$ cat src/rtl/alu_issuer_pkg.sv
// Shared constants for the ALU issuer: default widths and ALU opcodes.
package alu_issuer_pkg;

   localparam int unsigned INT_W_DEF     = 3;
   localparam int unsigned FRAC_W_DEF    = 5;
   localparam int unsigned INST_W_DEF    = 3;
   localparam int unsigned CMD_DEPTH_DEF = 4;
   localparam int unsigned TAG_W_DEF     = 4;
   localparam int unsigned CNT_W_DEF     = 8;

   localparam logic [INST_W_DEF-1:0] OP_ADD  = 3'd0;
   localparam logic [INST_W_DEF-1:0] OP_SUB  = 3'd1;
   localparam logic [INST_W_DEF-1:0] OP_MUL  = 3'd2;
   localparam logic [INST_W_DEF-1:0] OP_OR   = 3'd3;
   localparam logic [INST_W_DEF-1:0] OP_XOR  = 3'd4;
   localparam logic [INST_W_DEF-1:0] OP_RELU = 3'd5;
   localparam logic [INST_W_DEF-1:0] OP_MEAN = 3'd6;
   localparam logic [INST_W_DEF-1:0] OP_MIN  = 3'd7;

endpackage

$ cat src/rtl/alu_issuer_sync_fifo.sv
// Synchronous FIFO with first-word fall-through output; a push into a full
// FIFO is accepted when a pop happens in the same cycle.
module alu_issuer_sync_fifo #(
   parameter int unsigned WIDTH = 8,
   parameter int unsigned DEPTH = 4
) (
   input  logic             clk,
   input  logic             rst,
   input  logic             push,
   input  logic [WIDTH-1:0] din,
   input  logic             pop,
   output logic [WIDTH-1:0] dout,
   output logic             full,
   output logic             empty
);

   localparam int unsigned PTR_W = (DEPTH > 1) ? $clog2(DEPTH) : 1;
   localparam int unsigned CNT_W = $clog2(DEPTH + 1);

   logic [WIDTH-1:0] mem [DEPTH];
   logic [PTR_W-1:0] wr_ptr;
   logic [PTR_W-1:0] rd_ptr;
   logic [CNT_W-1:0] count;
   logic             do_push;
   logic             do_pop;

   assign do_pop  = pop && !empty;
   assign do_push = push && (!full || do_pop);
   assign full    = (count == CNT_W'(DEPTH));
   assign empty   = (count == '0);
   assign dout    = mem[rd_ptr];

   // Storage needs no reset; occupancy decides what is visible.
   always_ff @(posedge clk) begin
      if (do_push) mem[wr_ptr] <= din;
   end

   always_ff @(posedge clk or posedge rst) begin
      if (rst) begin
         wr_ptr <= '0;
         rd_ptr <= '0;
         count  <= '0;
      end else begin
         if (do_push) wr_ptr <= wr_ptr + PTR_W'(1);
         if (do_pop)  rd_ptr <= rd_ptr + PTR_W'(1);
         if (do_push && !do_pop)      count <= count + CNT_W'(1);
         else if (!do_push && do_pop) count <= count - CNT_W'(1);
      end
   end

endmodule

$ cat src/rtl/alu_issuer.sv
// Buffers host commands, issues them one per cycle to a 1-cycle ALU and
// returns tagged results in order, counting overflowed results.
module alu_issuer
   import alu_issuer_pkg::*;
#(
   parameter int unsigned INT_W     = INT_W_DEF,
   parameter int unsigned FRAC_W    = FRAC_W_DEF,
   parameter int unsigned INST_W    = INST_W_DEF,
   parameter int unsigned DATA_W    = INT_W + FRAC_W,
   parameter int unsigned CMD_DEPTH = CMD_DEPTH_DEF,
   parameter int unsigned TAG_W     = TAG_W_DEF,
   parameter int unsigned CNT_W     = CNT_W_DEF
) (
   input  logic              i_clk,
   input  logic              i_rst,
   input  logic              i_cmd_valid,
   output logic              o_cmd_ready,
   input  logic [INST_W-1:0] i_cmd_inst,
   input  logic [DATA_W-1:0] i_cmd_a,
   input  logic [DATA_W-1:0] i_cmd_b,
   output logic              o_alu_valid,
   output logic [INST_W-1:0] o_alu_inst,
   output logic [DATA_W-1:0] o_alu_data_a,
   output logic [DATA_W-1:0] o_alu_data_b,
   input  logic              i_alu_valid,
   input  logic [DATA_W-1:0] i_alu_data,
   input  logic              i_alu_overflow,
   output logic              o_rsp_valid,
   input  logic              i_rsp_ready,
   output logic [DATA_W-1:0] o_rsp_data,
   output logic              o_rsp_overflow,
   output logic [TAG_W-1:0]  o_rsp_tag,
   output logic [CNT_W-1:0]  o_ovf_count,
   output logic              o_proto_err
);

   localparam int unsigned CMD_W = INST_W + 2 * DATA_W + TAG_W;
   localparam int unsigned RSP_W = DATA_W + 1 + TAG_W;

   logic             cmd_push;
   logic             cmd_full;
   logic             cmd_empty;
   logic [CMD_W-1:0] cmd_din;
   logic [CMD_W-1:0] cmd_dout;
   logic [CMD_W-1:0] cmd_head;
   logic             issue;

   logic             rsp_push;
   logic             rsp_pop;
   logic             rsp_full;
   logic             rsp_empty;
   logic [RSP_W-1:0] rsp_din;
   logic [RSP_W-1:0] rsp_dout;
   logic [RSP_W-1:0] rsp_head;
   logic [1:0]       rsp_occ;

   logic [TAG_W-1:0] tag_ctr;
   logic [TAG_W-1:0] head_tag;
   logic [TAG_W-1:0] inflight_tag;
   logic             inflight;

   assign o_cmd_ready = !i_rst && !cmd_full;
   assign cmd_push    = i_cmd_valid && o_cmd_ready;
   assign cmd_din     = {i_cmd_inst, i_cmd_a, i_cmd_b, tag_ctr};

   alu_issuer_sync_fifo #(
      .WIDTH (CMD_W),
      .DEPTH (CMD_DEPTH)
   ) u_cmd_fifo (
      .clk   (i_clk),
      .rst   (i_rst),
      .push  (cmd_push),
      .din   (cmd_din),
      .pop   (issue),
      .dout  (cmd_dout),
      .full  (cmd_full),
      .empty (cmd_empty)
   );

   assign cmd_head = cmd_empty ? '0 : cmd_dout;
   assign {o_alu_inst, o_alu_data_a, o_alu_data_b, head_tag} = cmd_head;

   // Never let results in flight plus queued responses exceed the 2 slots.
   assign rsp_pop     = o_rsp_valid && i_rsp_ready;
   assign rsp_occ     = rsp_full ? 2'd2 : (rsp_empty ? 2'd0 : 2'd1);
   assign issue       = !cmd_empty &&
                        ((3'(rsp_occ) + 3'(inflight)) < (3'd2 + 3'(rsp_pop)));
   assign o_alu_valid = issue;

   assign rsp_push = inflight;
   assign rsp_din  = {i_alu_data, i_alu_overflow, inflight_tag};

   alu_issuer_sync_fifo #(
      .WIDTH (RSP_W),
      .DEPTH (2)
   ) u_rsp_fifo (
      .clk   (i_clk),
      .rst   (i_rst),
      .push  (rsp_push),
      .din   (rsp_din),
      .pop   (rsp_pop),
      .dout  (rsp_dout),
      .full  (rsp_full),
      .empty (rsp_empty)
   );

   assign o_rsp_valid = !rsp_empty;
   assign rsp_head    = rsp_empty ? '0 : rsp_dout;
   assign {o_rsp_data, o_rsp_overflow, o_rsp_tag} = rsp_head;

   // Tagging, in-flight tracking, overflow count and protocol check.
   always_ff @(posedge i_clk or posedge i_rst) begin
      if (i_rst) begin
         tag_ctr      <= '0;
         inflight     <= 1'b0;
         inflight_tag <= '0;
         o_ovf_count  <= '0;
         o_proto_err  <= 1'b0;
      end else begin
         if (cmd_push) tag_ctr <= tag_ctr + TAG_W'(1);
         inflight <= issue;
         if (issue) inflight_tag <= head_tag;
         if (inflight && !i_alu_valid) o_proto_err <= 1'b1;
         if (inflight && i_alu_overflow && (o_ovf_count != '1))
            o_ovf_count <= o_ovf_count + CNT_W'(1);
      end
   end

endmodule

$ cat config.mk
export PLATFORM = sky130hd
export DESIGN_NAME = alu_issuer
export DESIGN_NICKNAME = d
export VERILOG_FILES = /design/src/rtl/alu_issuer_pkg.sv /design/src/rtl/alu_issuer_sync_fifo.sv /design/src/rtl/alu_issuer.sv
export SDC_FILE = /design/constraint.sdc
export NUM_CORES = 1
export LEC_CHECK = 0
export ABC_AREA = 1
export CAP_MARGIN = 10
export CORE_MARGIN = 2
export CORE_UTILIZATION = 57
export DETAILED_ROUTE_END_ITERATION = 10
export DONT_BUFFER_PORTS = 1
export GPL_ROUTABILITY_DRIVEN = 0
export GPL_TIMING_DRIVEN = 0
export PLACE_DENSITY = 0.72
export REMOVE_ABC_BUFFERS = 1
export SETUP_SLACK_MARGIN = 0.5
export SKIP_LAST_GASP = 1
export SLEW_MARGIN = 0
export SYNTH_ARGS = -nofsm -noshare
export SYNTH_HDL_FRONTEND = slang
export SYNTH_HIERARCHICAL = 1
export SYNTH_SLANG_ARGS = --single-unit
$ cat constraint.sdc
create_clock -name i_clk -period 4.6 [get_ports i_clk]
set_input_delay 0.46 -clock i_clk [delete_from_list [all_inputs] [get_ports i_clk]]
set_output_delay 0.46 -clock i_clk [all_outputs]
set_load 0.03 [all_outputs]
==> results of run 1 <==
==> placed cells by master (no fill, tap or decap), types with 2 or more instances in the layout <==
cell and instances:
buf_8 4, nand3_1 12, edfxtp_1 118, dfrtp_1 28, nor2_1 114, bufinv_16 5, xor2_1 2, inv_1 68
nand3_2 2, nand2_2 3, nor2_4 3, o21ai_0 14, nor2_2 6, ha_1 10, clkinvlp_4 4, xnor2_1 5
o21bai_1 2, inv_2 8, inv_6 2, o21ai_1 56, clkbuf_16 17, clkinv_2 2, nand2_1 110, nand4_1 8
==> where the power goes <==
group          switching, mW  internal, mW
sequential             0.279          1.80
clock                  0.507         0.959
combinational           1.49         0.494
total                   2.27          3.25
==> area by class of cell <==
type,count,area [sq um]
sequential,147,4270
fill,882,4150
multi-input combinational,352,1674
clock buffer,18,429.2
inverter,77,291.5
clock inverter,13,207.7
tap,143,178.9
timing repair buffer,5,70.07
==> repair_timing <==
item                      CTS  global route
hold endpoints to repair   11             0
hold buffers                1             0
buffers inserted            0             0
==> worst max-delay path: cells and delay by family (launching register included) <==
family                   cells  cell delay [ps]
adder cells (fa/ha/maj)      2              510
buffers and inverters        3              560
flip-flops                   1              430
AND/OR/NAND/NOR              7             1910
==> metrics by stage <==
| step | hold slack [ps] | setup slack (ps) | power [mW] | area [sq um] |
|---|---|---|---|---|
| after floorplan | 226.1 | 1074 | 3.657 | 6225 |
| after global placement | 253.5 | 29.27 | 3.971 | 6404 |
| after detailed placement | 250.9 | 870.5 | 4.086 | 6475 |
| after CTS | 94.65 | 842.9 | 5.571 | 7122 |
| after global routing | 123.7 | 618.4 | 5.882 | 7122 |
| final | 68.24 | 892.6 | 5.522 | 7122 |
==> logic make-up after synthesis <==
family,share of synthesized area
compound gates,0.05677
xor+xnor,0.009398
fa+ha+maj,0.02225
buf+inv,0.09052
flops,0.6544
simple gates,0.1667
==> worst min path at each step <==
stage,from,end,slack [ps]
floorplan,i_rst,u_rsp_fifo/count[0],230
global placement,i_rst,u_rsp_fifo/wr_ptr,250
detailed placement,i_rst,u_rsp_fifo/wr_ptr,250
CTS,i_rst,o_ovf_count[7],90
global route,i_rst,o_ovf_count[7],120
finish,i_rst,tag_ctr[2],70
==> layer usage <==
metal,routed length (um),up-vias,GRT usage
met3,640,13,0.06561
li1,-,1953,-
met5,0,-,0
met1,4690,1903,0.2244
met4,121,0,0.07250
met2,6030,96,0.3501
==> sequential cells by signal (all words and copies together), names as in the netlist, 2 cells and up <==
signal / flops
u_cmd_fifo/mem: 92
u_rsp_fifo/mem: 26
o_ovf_count: 8
inflight_tag: 4
tag_ctr: 4
u_cmd_fifo/count: 3
u_cmd_fifo/rd_ptr: 2
u_cmd_fifo/wr_ptr: 2
u_rsp_fifo/count: 2
==> metrics.txt, run 1 <==
status finished, final reports clean; asr flop ratio synth 0.1973; Slew Limit Fails 0; Clock Skew 9.355 ps; Lkg Pwr 2.949 nW; io pins 77; Nets roughly 640; crit start category register; worst skew pair latency 410 ps; vias per std cell about 5.3; # rows 39; share of the synthesized area in the top cell type 0.5432; CP peak stage delay approximately 650 ps; Post-Synthesis Cells around 620; area leader, netlist edfxtp_1; Die H about 110 um; synthesized area per cell roughly 11 sq um; H-tree levels 4; period utilisation layout 0.8060; largest net degree at the start of global routing 50; clock sinks 147; max capacitance violation total 0; Num CTS Buffers 17; Pwr Density 775.4 mW/mm^2; setup TNS 0 ps; drt initial violations between 200 and 300; Worst Setup End Kind register; Final ANT Viol Nets 0; starting density of the core 0.5788; Hold Vio Cnt, Final 0; synthesized area around 0.0065 sq mm; drt total wl roughly 11,000 um; Reg2Reg Depth 12; R2R Path End u_cmd_fifo/mem[0][9]; gr ovfl total 0; crit path capture u_cmd_fifo/mem[0][9]; Core Footprint roughly 0.011 sq mm; first-pass GRT wire length roughly 19,000 um; GR Util All Layers 0.1982; vias in the first global route just under 4k; top area cells in the synthesized netlist edfxtp_1 54%, dfrtp_1 11%, nor2_1 6.8%, nand2_1 6.3%, o21ai_1 4.3%; hpwl dp 7270 um; Max-slew headroom 0.2390; Peak VDD IR between 0.3 and 0.4 mV; CP Data Arrival Time about 3800 ps; RSZ-0062 raised after global routing no; cells resized by post-CTS repair 0; Die Area 0.01232 sq mm; Finished Core Util 0.6318; synthesis-stage register bit count ~150; critical path class register to register; initial antenna violation count 0; EDFF count, synth 118; worst endpoint required time ~4700 ps; CTS tree built; flop-to-flop setup slack just under 900 ps; clk buf depth 2; CTS clock-pin slew for the worst setup and hold paths 60 ps; Vias 3,965; share of layout cells above drive strength 1 0.09804; drc violations 0; Avg WL per Cell around 15 um; Distinct cells, synth 30; top cells by count, synth 118 x edfxtp_1, 118 x nor2_1, 110 x nand2_1; sequential fraction of the synthesis area 0.6544; minimum clock period 3707 ps; placed cells between 700 and 800; Area Overhead vs Synth 9.168%; clk root buf clkbuf_16; Setup-failing EPs final 0; Max FO, Critical Path 17; Worst-Margin Slew between 1000 and 1500 ps; ant diodes 0; FMAX roughly 270 MHz; Critical path origin u_rsp_fifo/count[0]; DRT Pass-1 Iters 4; Port Buf Inserts 0; Die W about 110 um; worst hold path class input port to asynchronous set/reset pin; Yosys warnings 6; Finished Layout Cells approximately 760; crit-path cells nor2_2 -> nor2_1 -> ha_1 -> ha_1 -> nand2_2 -> nand3_2 -> inv_2 -> inv_1 -> nand3_1 -> nand2_2 -> nor2_2 -> buf_8; ys flop type edfxtp_1; RR Startpoint u_rsp_fifo/count[0]; Critical-path top delay cell nor2_2
Note: power is estimated with default switching activity, not from simulation.
==> run 2: changes to the inputs <==
Clock period 4.6 ns to 3.7 ns, I/O delays scaled along.
==> run 2 against run 1 <==
- the run now ends with hold timing left
- critical path depth rose by 6
- register-to-register slack worse by 300 ps
- sequential power is 25% higher
- total power grew 26%
- setup slack worse by 300 ps
- clock power grew 24%
- final cell count rose by 0.40%
- clock skew decreased by 3.4 ps
- cell area is 0.84% higher
- first-iteration DRC count down 10%
==> metrics.txt, run 2 (synthesis gave the netlist of run 1 again) <==
Lkg Pwr 2.954 nW (+0.19%); clk buf depth 2 (unchanged); Die H 111.0 um (unchanged); status finished with violations; RSZ-0062 raised after global routing yes; RR Startpoint u_rsp_fifo/count[0]; CTS tree built; CP Data Arrival Time 3410 ps (-410 ps); clk root buf clkbuf_16; Peak VDD IR 0.4830 mV (+23%); Max-slew headroom 0.2447 (+0.005686); minimum clock period 3109 ps (-598.6 ps); drc violations 0 (unchanged); Worst Setup End Kind register; Max FO, Critical Path 7 (-10); drt initial violations 250 (-10%); DRT Pass-1 Iters 5 (+1); R2R Path End u_cmd_fifo/count[2]; Worst-Margin Slew 1129 ps (-8.499 ps); Reg2Reg Depth 18 (+6); first-pass GRT wire length 19,380 um (+2.0%); FMAX 321.7 MHz (+19%); crit start category register; Setup-failing EPs final 0 (unchanged); Pwr Density 967.4 mW/mm^2 (+25%); Area Overhead vs Synth 10.09%; io pins 77 (unchanged); Reg with most FFs u_cmd_fifo/mem; Avg WL per Cell 15.53 um (+2.1%); max capacitance violation total 0 (unchanged); initial antenna violation count 0 (unchanged); drt total wl 11,770 um (+2.5%); flop-to-flop setup slack 590 ps (-300 ps); critical path class register to register; Die W 111.0 um (unchanged); Nets 647 (+0.47%); CTS clock-pin slew for the worst setup and hold paths 60 ps (about the same); commonest cells after routing, fill and taps aside 118 x edfxtp_1, 114 x nor2_1, 110 x nand2_1; ant diodes 0 (unchanged); starting density of the core 0.5788 (unchanged); Critical path origin u_rsp_fifo/count[0]; H-tree levels 4 (unchanged); vias per std cell 5.280 (+0.53%); biggest regs u_cmd_fifo/mem (92), u_rsp_fifo/mem (26), o_ovf_count (8); Slew Limit Fails 0 (unchanged); clock sinks 147 (unchanged); share of layout cells above drive strength 1 0.1057 (+0.007652); Clock Skew 5.953 ps (-3.402 ps); Die Area 0.01232 sq mm (unchanged); worst hold path class input port to asynchronous set/reset pin; Num CTS Buffers 17 (unchanged); gr ovfl total 0 (unchanged); vias in the first global route 3,997 (+0.55%); max FFs per register 92 (unchanged); hpwl dp 7270 um (unchanged); worst endpoint required time 4000 ps (-710 ps); most common cell after layout, fill and taps aside edfxtp_1; placed cell area 0.006475 sq mm (unchanged); failing checks hold timing; Vias 4,002 (+0.93%); Final ANT Viol Nets 0 (unchanged); crit path capture u_cmd_fifo/count[2]; largest net degree at the start of global routing 50 (unchanged); hold_ws -19.10 ps (-87.34 ps); design area 0.007182 sq mm (+0.84%); Hold Vio Cnt, Final 18 (+18); Core Footprint 0.01127 sq mm (unchanged); # rows 39 (unchanged); GR Util All Layers 0.2029 (+0.004765); Port Buf Inserts 0 (unchanged); period utilisation layout 0.8402 (+0.03425); worst skew pair latency 410 ps (about the same)
==> run 2: cell types whose count changed in the layout (fill, tap and decap cells not counted) <==
cell	before	now
buf_4	0	2
clkinvlp_2	0	1
clkinvlp_4	4	5
dfrtp_1	28	27
dfrtp_2	1	2
inv_1	68	67
inv_2	8	6
inv_4	1	3
nand2_2	3	2
nand2_4	1	2
nor2_2	6	1
nor2_4	3	8
==> run 2: how the worst min path moves through the flow <==
stage | from | endpoint | cells after the start | slack (ps)
after floorplan | i_rst | u_rsp_fifo/count[0] | 1 | 140
after global placement | i_rst | u_rsp_fifo/wr_ptr | 1 | 160
after detailed placement | i_rst | u_rsp_fifo/wr_ptr | 1 | 160
after CTS | i_rst | o_ovf_count[7] | 1 | 5
after global routing | i_rst | o_ovf_count[7] | 1 | 30
final | i_rst | o_proto_err | 1 | -20
==> run 2: report_power, final <==
part	leakage, nW	switching, mW	total, mW	internal, mW
clock network	0.299	0.631	1.82	1.19
registers	1.43	0.353	2.58	2.23
logic	1.22	1.90	2.54	0.641
total	2.95	2.88	6.95	4.07
==> run 2: area by class of cell <==
class,count,area [sq um]
Timing Repair Buffer,7,85.08
Sequential cell,147,4272
Clock buffer,18,429.2
Clock inverter,13,207.7
Timing Repair inverter,1,5.005
Tap cell,143,178.9
Multi-Input combinational cell,352,1704
Fill cell,868,4090
Inverter,77,300.3
==> run 2: through the flow <==
| step | utilization | power [mW] | setup TNS (ps) | instances | setup slack (ps) |
|---|---|---|---|---|---|
| detailed placement | 0.5744 | 5.080 | -431.5 | 723 | -29.47 |
| global placement | 0.5681 | 4.937 | -78400 | 719 | -870.7 |
| floorplan | - | 4.547 | 0 | 576 | 174.3 |
| finish | 0.6371 | 6.948 | 0 | 758 | 591.2 |
| global route | 0.6371 | 7.388 | 0 | 758 | 343.9 |
| CTS | 0.6364 | 6.990 | 0 | 758 | 502.9 |
==> run 2: layer usage <==
metal | global-route usage | vias up | part of all wire
li1 | - | 1961 | -
met1 | 0.2258 | 1933 | 0.40
met2 | 0.3673 | 95 | 0.54
met3 | 0.06561 | 13 | 0.054
met4 | 0.06750 | 0 | 0.010
met5 | 0 | - | 0
==> run 2: what timing repair did <==
action                                 in CTS  in global routing
gates resized for setup                     7                  4
hold buffers                                1                  0
setup endpoints to repair                  94                 68
pin swaps                                   1                  0
endpoints found under the hold margin      11                  0
setup buffers                               2                  0
gates cloned                                1                  0
==> run 2: worst max-delay path: stages (launching register included) <==
cell     delay, ps
dfrtp_1        450
nor2_1         190
nor2_1          60
ha_1           190
ha_1           290
nand2_2        120
nand3_2        160
inv_4          180
inv_1           60
nand3_1        160
nand2_4        140
inv_1           90
ha_1           160
inv_1           70
fa_1           380
nand2_1        100
nand3_1         80
nand2_1         60
nand2_1         50
